File: src/rtl/univ_shift_reg.sv
`default_nettype none
// ============================================================================
// Module      : univ_shift_reg
// Description : Universal shift register: SIPO deserialiser or PISO serialiser
//               with selectable serial bit order.
// Revision    : 1.0 - initial release
// ============================================================================
module univ_shift_reg #(
   parameter int WIDTH     = 8,
   parameter bit MSB_FIRST = 1'b1,
   localparam int c_CNT_W  = $clog2(WIDTH + 1)
) (
   input  logic               clk,
   input  logic               rst_n,
   input  logic               mode,
   input  logic               sin,
   input  logic               shift_en,
   input  logic               load,
   input  logic [WIDTH-1:0]   pdata_in,
   output logic               sout,
   output logic               busy,
   output logic [WIDTH-1:0]   pdata_out,
   output logic               pvalid,
   output logic [c_CNT_W-1:0] bit_cnt
);

   localparam logic [c_CNT_W-1:0] c_CNT_FULL = c_CNT_W'(WIDTH);
   localparam logic [c_CNT_W-1:0] c_CNT_LAST = c_CNT_W'(WIDTH - 1);
   localparam logic [c_CNT_W-1:0] c_CNT_ONE  = c_CNT_W'(1);

   typedef enum logic [0:0] {
      ST_IDLE  = 1'b0,
      ST_SHIFT = 1'b1
   } state_t;

   state_t             r_state;
   state_t             w_state_nxt;
   logic [WIDTH-1:0]   r_sreg;
   logic [WIDTH-1:0]   w_sreg_nxt;
   logic [c_CNT_W-1:0] r_cnt;
   logic [c_CNT_W-1:0] w_cnt_nxt;
   logic [WIDTH-1:0]   r_pdata;
   logic [WIDTH-1:0]   w_pdata_nxt;
   logic               r_pvalid;
   logic               w_pvalid_nxt;
   logic               r_mode_prev;
   logic               w_mode_chg;
   logic [WIDTH-1:0]   w_sipo_shift;
   logic [WIDTH-1:0]   w_piso_shift;
   logic               w_out_bit;

   // Bit order only changes which end of the register faces the wire.
   generate
      if (MSB_FIRST) begin : g_msb_first
         assign w_sipo_shift = {r_sreg[WIDTH-2:0], sin};
         assign w_piso_shift = {r_sreg[WIDTH-2:0], 1'b0};
         assign w_out_bit    = r_sreg[WIDTH-1];
      end else begin : g_lsb_first
         assign w_sipo_shift = {sin, r_sreg[WIDTH-1:1]};
         assign w_piso_shift = {1'b0, r_sreg[WIDTH-1:1]};
         assign w_out_bit    = r_sreg[0];
      end
   endgenerate

   assign w_mode_chg = (mode != r_mode_prev);

   always_ff @(posedge clk) begin
      if (!rst_n) begin
         r_state <= ST_IDLE;
      end else begin
         r_state <= w_state_nxt;
      end
   end

   always_comb begin
      w_state_nxt  = r_state;
      w_sreg_nxt   = r_sreg;
      w_cnt_nxt    = r_cnt;
      w_pdata_nxt  = r_pdata;
      w_pvalid_nxt = 1'b0;
      if (w_mode_chg) begin
         // A mode switch abandons any word in progress; pdata_out survives.
         w_state_nxt = ST_IDLE;
         w_sreg_nxt  = '0;
         w_cnt_nxt   = '0;
      end else if (!mode) begin
         w_state_nxt = ST_IDLE;
         if (shift_en) begin
            w_sreg_nxt = w_sipo_shift;
            if (r_cnt == c_CNT_LAST) begin
               w_cnt_nxt    = '0;
               w_pdata_nxt  = w_sipo_shift;
               w_pvalid_nxt = 1'b1;
            end else begin
               w_cnt_nxt = r_cnt + c_CNT_ONE;
            end
         end
      end else begin
         case (r_state)
            ST_IDLE: begin
               if (load) begin
                  w_sreg_nxt  = pdata_in;
                  w_cnt_nxt   = c_CNT_FULL;
                  w_state_nxt = ST_SHIFT;
               end
            end
            ST_SHIFT: begin
               if (shift_en) begin
                  w_sreg_nxt = w_piso_shift;
                  w_cnt_nxt  = r_cnt - c_CNT_ONE;
                  if (r_cnt == c_CNT_ONE) begin
                     w_state_nxt = ST_IDLE;
                  end
               end
            end
            default: begin
               w_state_nxt = ST_IDLE;
            end
         endcase
      end
   end

   always_ff @(posedge clk) begin
      if (!rst_n) begin
         r_sreg      <= '0;
         r_cnt       <= '0;
         r_pdata     <= '0;
         r_pvalid    <= 1'b0;
         r_mode_prev <= mode;
      end else begin
         r_sreg      <= w_sreg_nxt;
         r_cnt       <= w_cnt_nxt;
         r_pdata     <= w_pdata_nxt;
         r_pvalid    <= w_pvalid_nxt;
         r_mode_prev <= mode;
      end
   end

   assign busy      = (r_state == ST_SHIFT);
   assign sout      = (r_state == ST_SHIFT) ? w_out_bit : 1'b0;
   assign pdata_out = r_pdata;
   assign pvalid    = r_pvalid;
   assign bit_cnt   = r_cnt;

endmodule
`default_nettype wire

File: config.mk
export PLATFORM = sky130hd
export DESIGN_NAME = univ_shift_reg
export DESIGN_NICKNAME = d
export VERILOG_FILES = /design/src/rtl/univ_shift_reg.sv
export SDC_FILE = /design/constraint.sdc
export NUM_CORES = 1
export LEC_CHECK = 0
export CAP_MARGIN = 25
export CORE_MARGIN = 3
export CORE_UTILIZATION = 50
export DETAILED_ROUTE_END_ITERATION = 8
export HOLD_SLACK_MARGIN = 0.15
export PLACE_DENSITY = 0.81
export SYNTH_ARGS = -nofsm -noshare
export SYNTH_HDL_FRONTEND = slang
export SYNTH_SLANG_ARGS = --single-unit
File: constraint.sdc
create_clock -name clk -period 3.7 [get_ports clk]
set_clock_uncertainty 0.05 [all_clocks]
set_input_delay 0.555 -clock clk [delete_from_list [all_inputs] [get_ports clk]]
set_output_delay 0.555 -clock clk [all_outputs]
set_load 0.02 [all_outputs]
==> impl_metrics.env <==
export IMPL_timing_critical_path_from_type="input port"
export IMPL_postSynth_asyncResetShare_pct=0
export IMPL_maxClockFrequency_mhz=409
export IMPL_status="finished, final reports clean"
export IMPL_area_growth_pct=23.5
export IMPL_clock_tree_root_cell="sky130_fd_sc_hd__clkbuf_4"
export IMPL_cts_made_buffers=3
export IMPL_firstDrtPassIters=4
export IMPL_n_fill_cell=188
export IMPL_pin_count=29
export IMPL_route_vias_total=909
export IMPL_antenna_cells_inserted=0
export IMPL_synth_nets=134
export IMPL_grt_antenna_before_repair=0
export IMPL_drc=0
export IMPL_criticalPathCategory="in -> reg"
export IMPL_post_synth_num_cell_types=35
export IMPL_worstHoldPathType="reg -> reg"
export IMPL_number_of_sinks_driven_by_the_clock_tree=23
export IMPL_final_layout_size_suffix_gt1_share_pct=12.0
export IMPL_synth_edff_count=0
export IMPL_cts_hold_buffers_added=0
export IMPL_min_period_ps=2450
export IMPL_power_ir_vdd_worst_mv=0.207
export IMPL_coreArea_sq_um=2080
export IMPL_grtUsageTotal_pct=19.0
export IMPL_core_rowCount=16
export IMPL_cts_max_path_buffers=2
export IMPL_grt_met2_usage_pct=31.1
export IMPL_grt_start_max_net_pins=18
export IMPL_timing_setup_tns_ps=0
export IMPL_detail_route_antenna_nets=0
export IMPL_postRouteWirelength_um=2440
export IMPL_cts_tree="built"
export IMPL_cp_max_fo=13
export IMPL_mostFrequentLayoutCells="sky130_fd_sc_hd__clkdlybuf4s50_1, sky130_fd_sc_hd__dfxtp_1, sky130_fd_sc_hd__nor2_1, sky130_fd_sc_hd__mux2i_1, sky130_fd_sc_hd__a211oi_2"
export IMPL_slew_margin_rel_pct=53.4
export IMPL_syn_area_per_cell_sq_um=10.1
export IMPL_placement_io_buffers=28
export IMPL_synth_area_sq_um=1170
export IMPL_cts_htree_levels=1
export IMPL_die_width_um=54.3
export IMPL_rsz_0062_raised_after_global_routing="no"
export IMPL_mostFrequentLayoutCell="sky130_fd_sc_hd__clkdlybuf4s50_1"
export IMPL_detailedRoute_firstIterationViolations=21
export IMPL_leakage_power_uw=0.000596
export IMPL_powerDensity_nw_per_um2=313
export IMPL_slew_viol_final=0
export IMPL_grt_most_used_layer="met2"
export IMPL_design_final_nets=161
export IMPL_first_pass_grt_wire_length_um=3960
export IMPL_setup_viol_count_final=0
export IMPL_sequential_to_total_area_share_from_yosys_stat_pct=39.5
export IMPL_grt_use_met3_pct=5.72
export IMPL_worst_skew_pair_late_latency_ps=310
export IMPL_timing_final_crit_share_pct=66.1
export IMPL_routedWlPerCell_um=14.5
export IMPL_syn_instance_count=116
export IMPL_cp_endpoint_kind="flip-flop"
export IMPL_timing_worst_slew_pin_value_ps=699
export IMPL_finalHoldViolCount=0
export IMPL_grt_met1_usage_pct=24.7
export IMPL_buffers_inserted_by_post_cts_timing_repair=0
export IMPL_synth_top_flop_cell="sky130_fd_sc_hd__dfxtp_1"
export IMPL_worst_ep_arrival_time_ps=2650
export IMPL_max_cap_viol_count=0
export IMPL_global_route_overflow_total=0
export IMPL_clkTransAtPathRegs_ps=130
export IMPL_vias_in_the_first_global_route=873
export IMPL_cp_data_required_time_ps=3900
export IMPL_avgViaCountPerCell=5.38
export IMPL_synth_seq_cells=23
export IMPL_ys_warn_count=0
export IMPL_fp_dieH_um=54.3
export IMPL_cts_resizes=0
export IMPL_hold_slack_ps=459
export IMPL_place_detailed_hpwl_um=1800
export IMPL_floorplan_initialDensity_pct=56.0
export IMPL_design_die_area_sq_um=2950
export IMPL_global_placement_routability_congestion=0.849
worst max-delay path: stages:
cell                              delay (ps)
sky130_fd_sc_hd__clkdlybuf4s50_1         730
sky130_fd_sc_hd__inv_1                   150
sky130_fd_sc_hd__ha_1                    310
sky130_fd_sc_hd__nand2b_1                450
sky130_fd_sc_hd__a21oi_1                 250
sky130_fd_sc_hd__o21ai_1                  90
sky130_fd_sc_hd__a21oi_1                 130
cells in the mapped netlist (2+ instances only):
library cell / n / share of area [%]
sky130_fd_sc_hd__nand2_1: 4 / 1.3
sky130_fd_sc_hd__ha_1: 4 / 4.3
sky130_fd_sc_hd__nor3_1: 2 / 0.86
sky130_fd_sc_hd__a21oi_1: 6 / 2.6
sky130_fd_sc_hd__o21ai_0: 3 / 1.3
sky130_fd_sc_hd__inv_1: 4 / 1.3
sky130_fd_sc_hd__buf_12: 2 / 3.4
sky130_fd_sc_hd__mux2i_1: 17 / 15
sky130_fd_sc_hd__nor2_1: 20 / 6.4
sky130_fd_sc_hd__a211oi_2: 7 / 7.5
sky130_fd_sc_hd__dfxtp_1: 23 / 39
kinds of logic (layout without fill, tap and decap cells):
| kind of cell | after synthesis | in the layout | synth area share [%] |
|---|---|---|---|
| buf+inv | 11 | 37 | 7.40 |
| xor+xnor | 1 | 1 | 0.751 |
| flops | 23 | 23 | 39.5 |
| compound gates | 20 | 20 | 14.6 |
| simple gates | 38 | 38 | 16.6 |
| fa+ha+maj | 4 | 4 | 4.29 |
| mux | 19 | 19 | 16.8 |
through the flow:
stage / power [uW] / setup WS, ps / utilization, % / std cells / cell area, sq um
floorplan: 322 / 1870 / - / 116 / 1170
global placement: 340 / 1120 / 67.8 / 165 / 1410
detailed placement: 343 / 982 / 67.8 / 165 / 1410
CTS: 457 / 1320 / 69.2 / 169 / 1440
global route: 474 / 1100 / 69.2 / 169 / 1440
finish: 451 / 1250 / 69.2 / 169 / 1440
path summary, 6_finish.rpt:
| kind | endpoint | startpoint | cells after the start | slack [ps] |
|---|---|---|---|---|
| setup reg to reg | pdata_out[0]$_SDFFE_PN0P_ | bit_cnt[0]$_SDFFE_PP0P_ | 4 | 1740 |
| setup / recovery | r_sreg[0]$_SDFFE_PP0P_ | mode | 7 | 1250 |
| hold / removal | pdata_out[6]$_SDFFE_PN0P_ | pdata_out[6]$_SDFFE_PN0P_ | 2 | 460 |
| hold reg to reg | pdata_out[6]$_SDFFE_PN0P_ | pdata_out[6]$_SDFFE_PN0P_ | 2 | 460 |
flip-flops by register name, summed over array words and instances, names as in the netlist:
| signal | count |
|---|---|
| r_mode_prev | 1 |
| pdata_out | 8 |
| busy | 1 |
| bit_cnt | 4 |
| pvalid | 1 |
| r_sreg | 8 |
power breakdown:
group / leakage (uW) / switching (uW) / internal, uW / total [uW]
logic: 0.000391 / 39.2 / 35.5 / 74.7
registers: 0.000187 / 7.56 / 255 / 263
clock network: 0.0000177 / 73.1 / 40.4 / 114
final cells by class:
class	count	area, sq um	share of cell area [%]
Multi-Input combinational cell	82	619	43.0
Sequential cell	23	460	32.0
Timing Repair Buffer	28	280	19.5
Tap cell	27	33.8	2.35
Clock buffer	3	22.5	1.56
Inverter	5	18.8	1.30
Clock inverter	1	5.00	0.348
per-layer routing:
layer	wire length [um]	share of wire (%)	vias up
met5	0	0	-
met4	8	0.33	0
met3	149	6.1	2
met2	1190	49	33
met1	1100	45	417
li1	-	-	457
Note: power is estimated with default switching activity, not from simulation.
==> patch: new RTL, config.mk and constraints unchanged <==
The parameter `MSB_FIRST` goes from 1'b1 to 1'b0.
--- a/src/rtl/univ_shift_reg.sv
+++ b/src/rtl/univ_shift_reg.sv
@@ -7,7 +7,7 @@
 // ============================================================================
 module univ_shift_reg #(
    parameter int WIDTH     = 8,
-   parameter bit MSB_FIRST = 1'b1,
+   parameter bit MSB_FIRST = 1'b0,
    localparam int c_CNT_W  = $clog2(WIDTH + 1)
 ) (
    input  logic               clk,
Function: changed (a bounded check fails within 4 cycles, from zero or initial values and one cycle with rst_n low).
==> patch against the unedited design <==
  * Design area rose by 0.87%
  * Final cell count fell by 0.59%
  * Synthesized area rose by 1.1%
  * Wire length fell by 5.7%
  * Die area rose by 0.94%
  * Total power rose by 0.90%
  * Worst setup slack improved by 0.11 ns
  * Sequential cell count did not move
  * First-iteration DRC count fell by 62%
==> patch: results (changes against the unedited design) <==
[route]
route.antenna.remaining_nets=0  ; unchanged
met3RoutedLength_um=106  ; -29%
routed.top_layer=met4
firstDrtPassIters=5  ; +1
detail_route.wirelength.met1_um=1080  ; -1.4%
routed_wl_um=2300  ; -5.7%
dr.first_iter.drc_count=8  ; -62%
dr_wl_met2_um=1090  ; -8.1%
vias=886  ; -2.5%
routed_wire_length_per_instance_um=13.7  ; -5.1%

[sta]
report.final.setup_viol=0  ; unchanged
finalSetupTns_ns=0  ; unchanged
slew_headroom=0.531  ; -0.00341

[final_layout]
layout-drive-gt1-share=0.149  ; +0.0292
num_antenna_cells=0  ; unchanged
num-nets-final=160  ; -0.62%

[placement]
dp_hpwl_um=1710  ; -5.3%
gp_congestion=0.829  ; -2.4%
place_area_um2=1430  ; +0.89%
port_buffers=28  ; unchanged
dp_slack_ns=1.04  ; +0.0619 ns

[clock_tree]
path_clk_slew_ns=0.13  ; about the same
root_buffer_selected_by_cts=clkbuf_4
max-clock-path-buffers=2  ; unchanged
h-tree-depth=1  ; unchanged
worst_skew_pair.late_latency_ns=0.31  ; about the same
resized_cells_post_cts=0  ; unchanged
cts_setup_buffers=0  ; unchanged
cts-buffers-inserted=3  ; unchanged

[worst_setup_path]
timing.critical_path.arrival_ns=2.51  ; -0.14 ns
crit_fanout=11  ; -2

[run_status]
outcome=finished, final reports clean

[synth]
ys_types=36  ; +2.9%
number_of_warnings_issued_by_yosys=0  ; unchanged
synthArstFlopShare=0  ; unchanged
synth.yosys.seq_area_share=0.391  ; -0.00419
synth_common_cells=23 x dfxtp_1, 18 x nor2_1, 17 x mux2i_1
syn_area_per_cell_um2=10.2  ; +2.0%
area_contributors_post_synth=dfxtp_1 39%, mux2i_1 14%, a211oi_2 7.4%, nor2_1 5.7%, ha_1 4.2%
postSynthNetCount=133  ; -0.75%

[global_routing]
grt.total_usage=0.173  ; -0.0172
vias_in_the_first_global_route=877  ; +0.46%
grt_pass1_wl_um=3770  ; -4.7%
number_of_antenna_violations_at_the_first_check_in_global_routing=0  ; unchanged
grt_start_max_net_pins=18  ; unchanged

[power_and_ir_drop]
cellLeakagePower_nw=0.597  ; +0.13%
ir_worst_vdd_v=0.000275  ; +33%

[min_path]
worstHoldPathType=reg -> reg

patch: worst paths after layout:
kind	from	endpoint	slack [ns]	cells past startpoint
setup / recovery	mode	pdata_out[3]	1.36	6
hold / removal	pdata_out[4]	pdata_out[4]	0.47	2
setup reg to reg	bit_cnt[0]	pdata_out[3]	1.78	4
hold reg to reg	pdata_out[4]	pdata_out[4]	0.47	2
patch: worst max-delay path, stage by stage:
cell and delay (ns):
clkdlybuf4s50_1 0.58, inv_1 0.20, ha_1 0.18, nand4_1 0.56
mux2i_1 0.37, nor2_1 0.06
patch: routing by layer:
layer	vias to the layer above	global-route usage
met2	20	0.297
met3	4	0.0245
met1	405	0.223
met5	-	0
li1	457	-
met4	0	0.0498
patch: where the power goes:
| part | total (mW) | internal [mW] | switching, mW |
|---|---|---|---|
| Clock | 0.118 | 0.0404 | 0.0775 |
| Combinational | 0.0740 | 0.0365 | 0.0375 |
| Sequential | 0.263 | 0.255 | 0.00793 |
| Total | 0.455 | 0.332 | 0.123 |
patch: logic make-up after synthesis:
logic type | count (synthesis) | share of synthesized area
and+or+nand+nor | 38 | 0.177
AOI/OAI and AO/OA | 19 | 0.142
buffers and inverters | 11 | 0.0732
muxes | 19 | 0.167
adders and majority gates | 4 | 0.0425
xor gates and xnor gates | 1 | 0.00743
DFF | 23 | 0.391
patch: final cells by class:
| class | instances | area [um^2] |
|---|---|---|
| clock buffers | 3 | 22.5 |
| clock inverters | 1 | 5.00 |
| fillers | 175 | 649 |
| inverters | 5 | 18.8 |
| multi-input cells | 81 | 632 |
| flip-flops and latches | 23 | 460 |
| well taps | 27 | 33.8 |
| repair buffers | 28 | 280 |
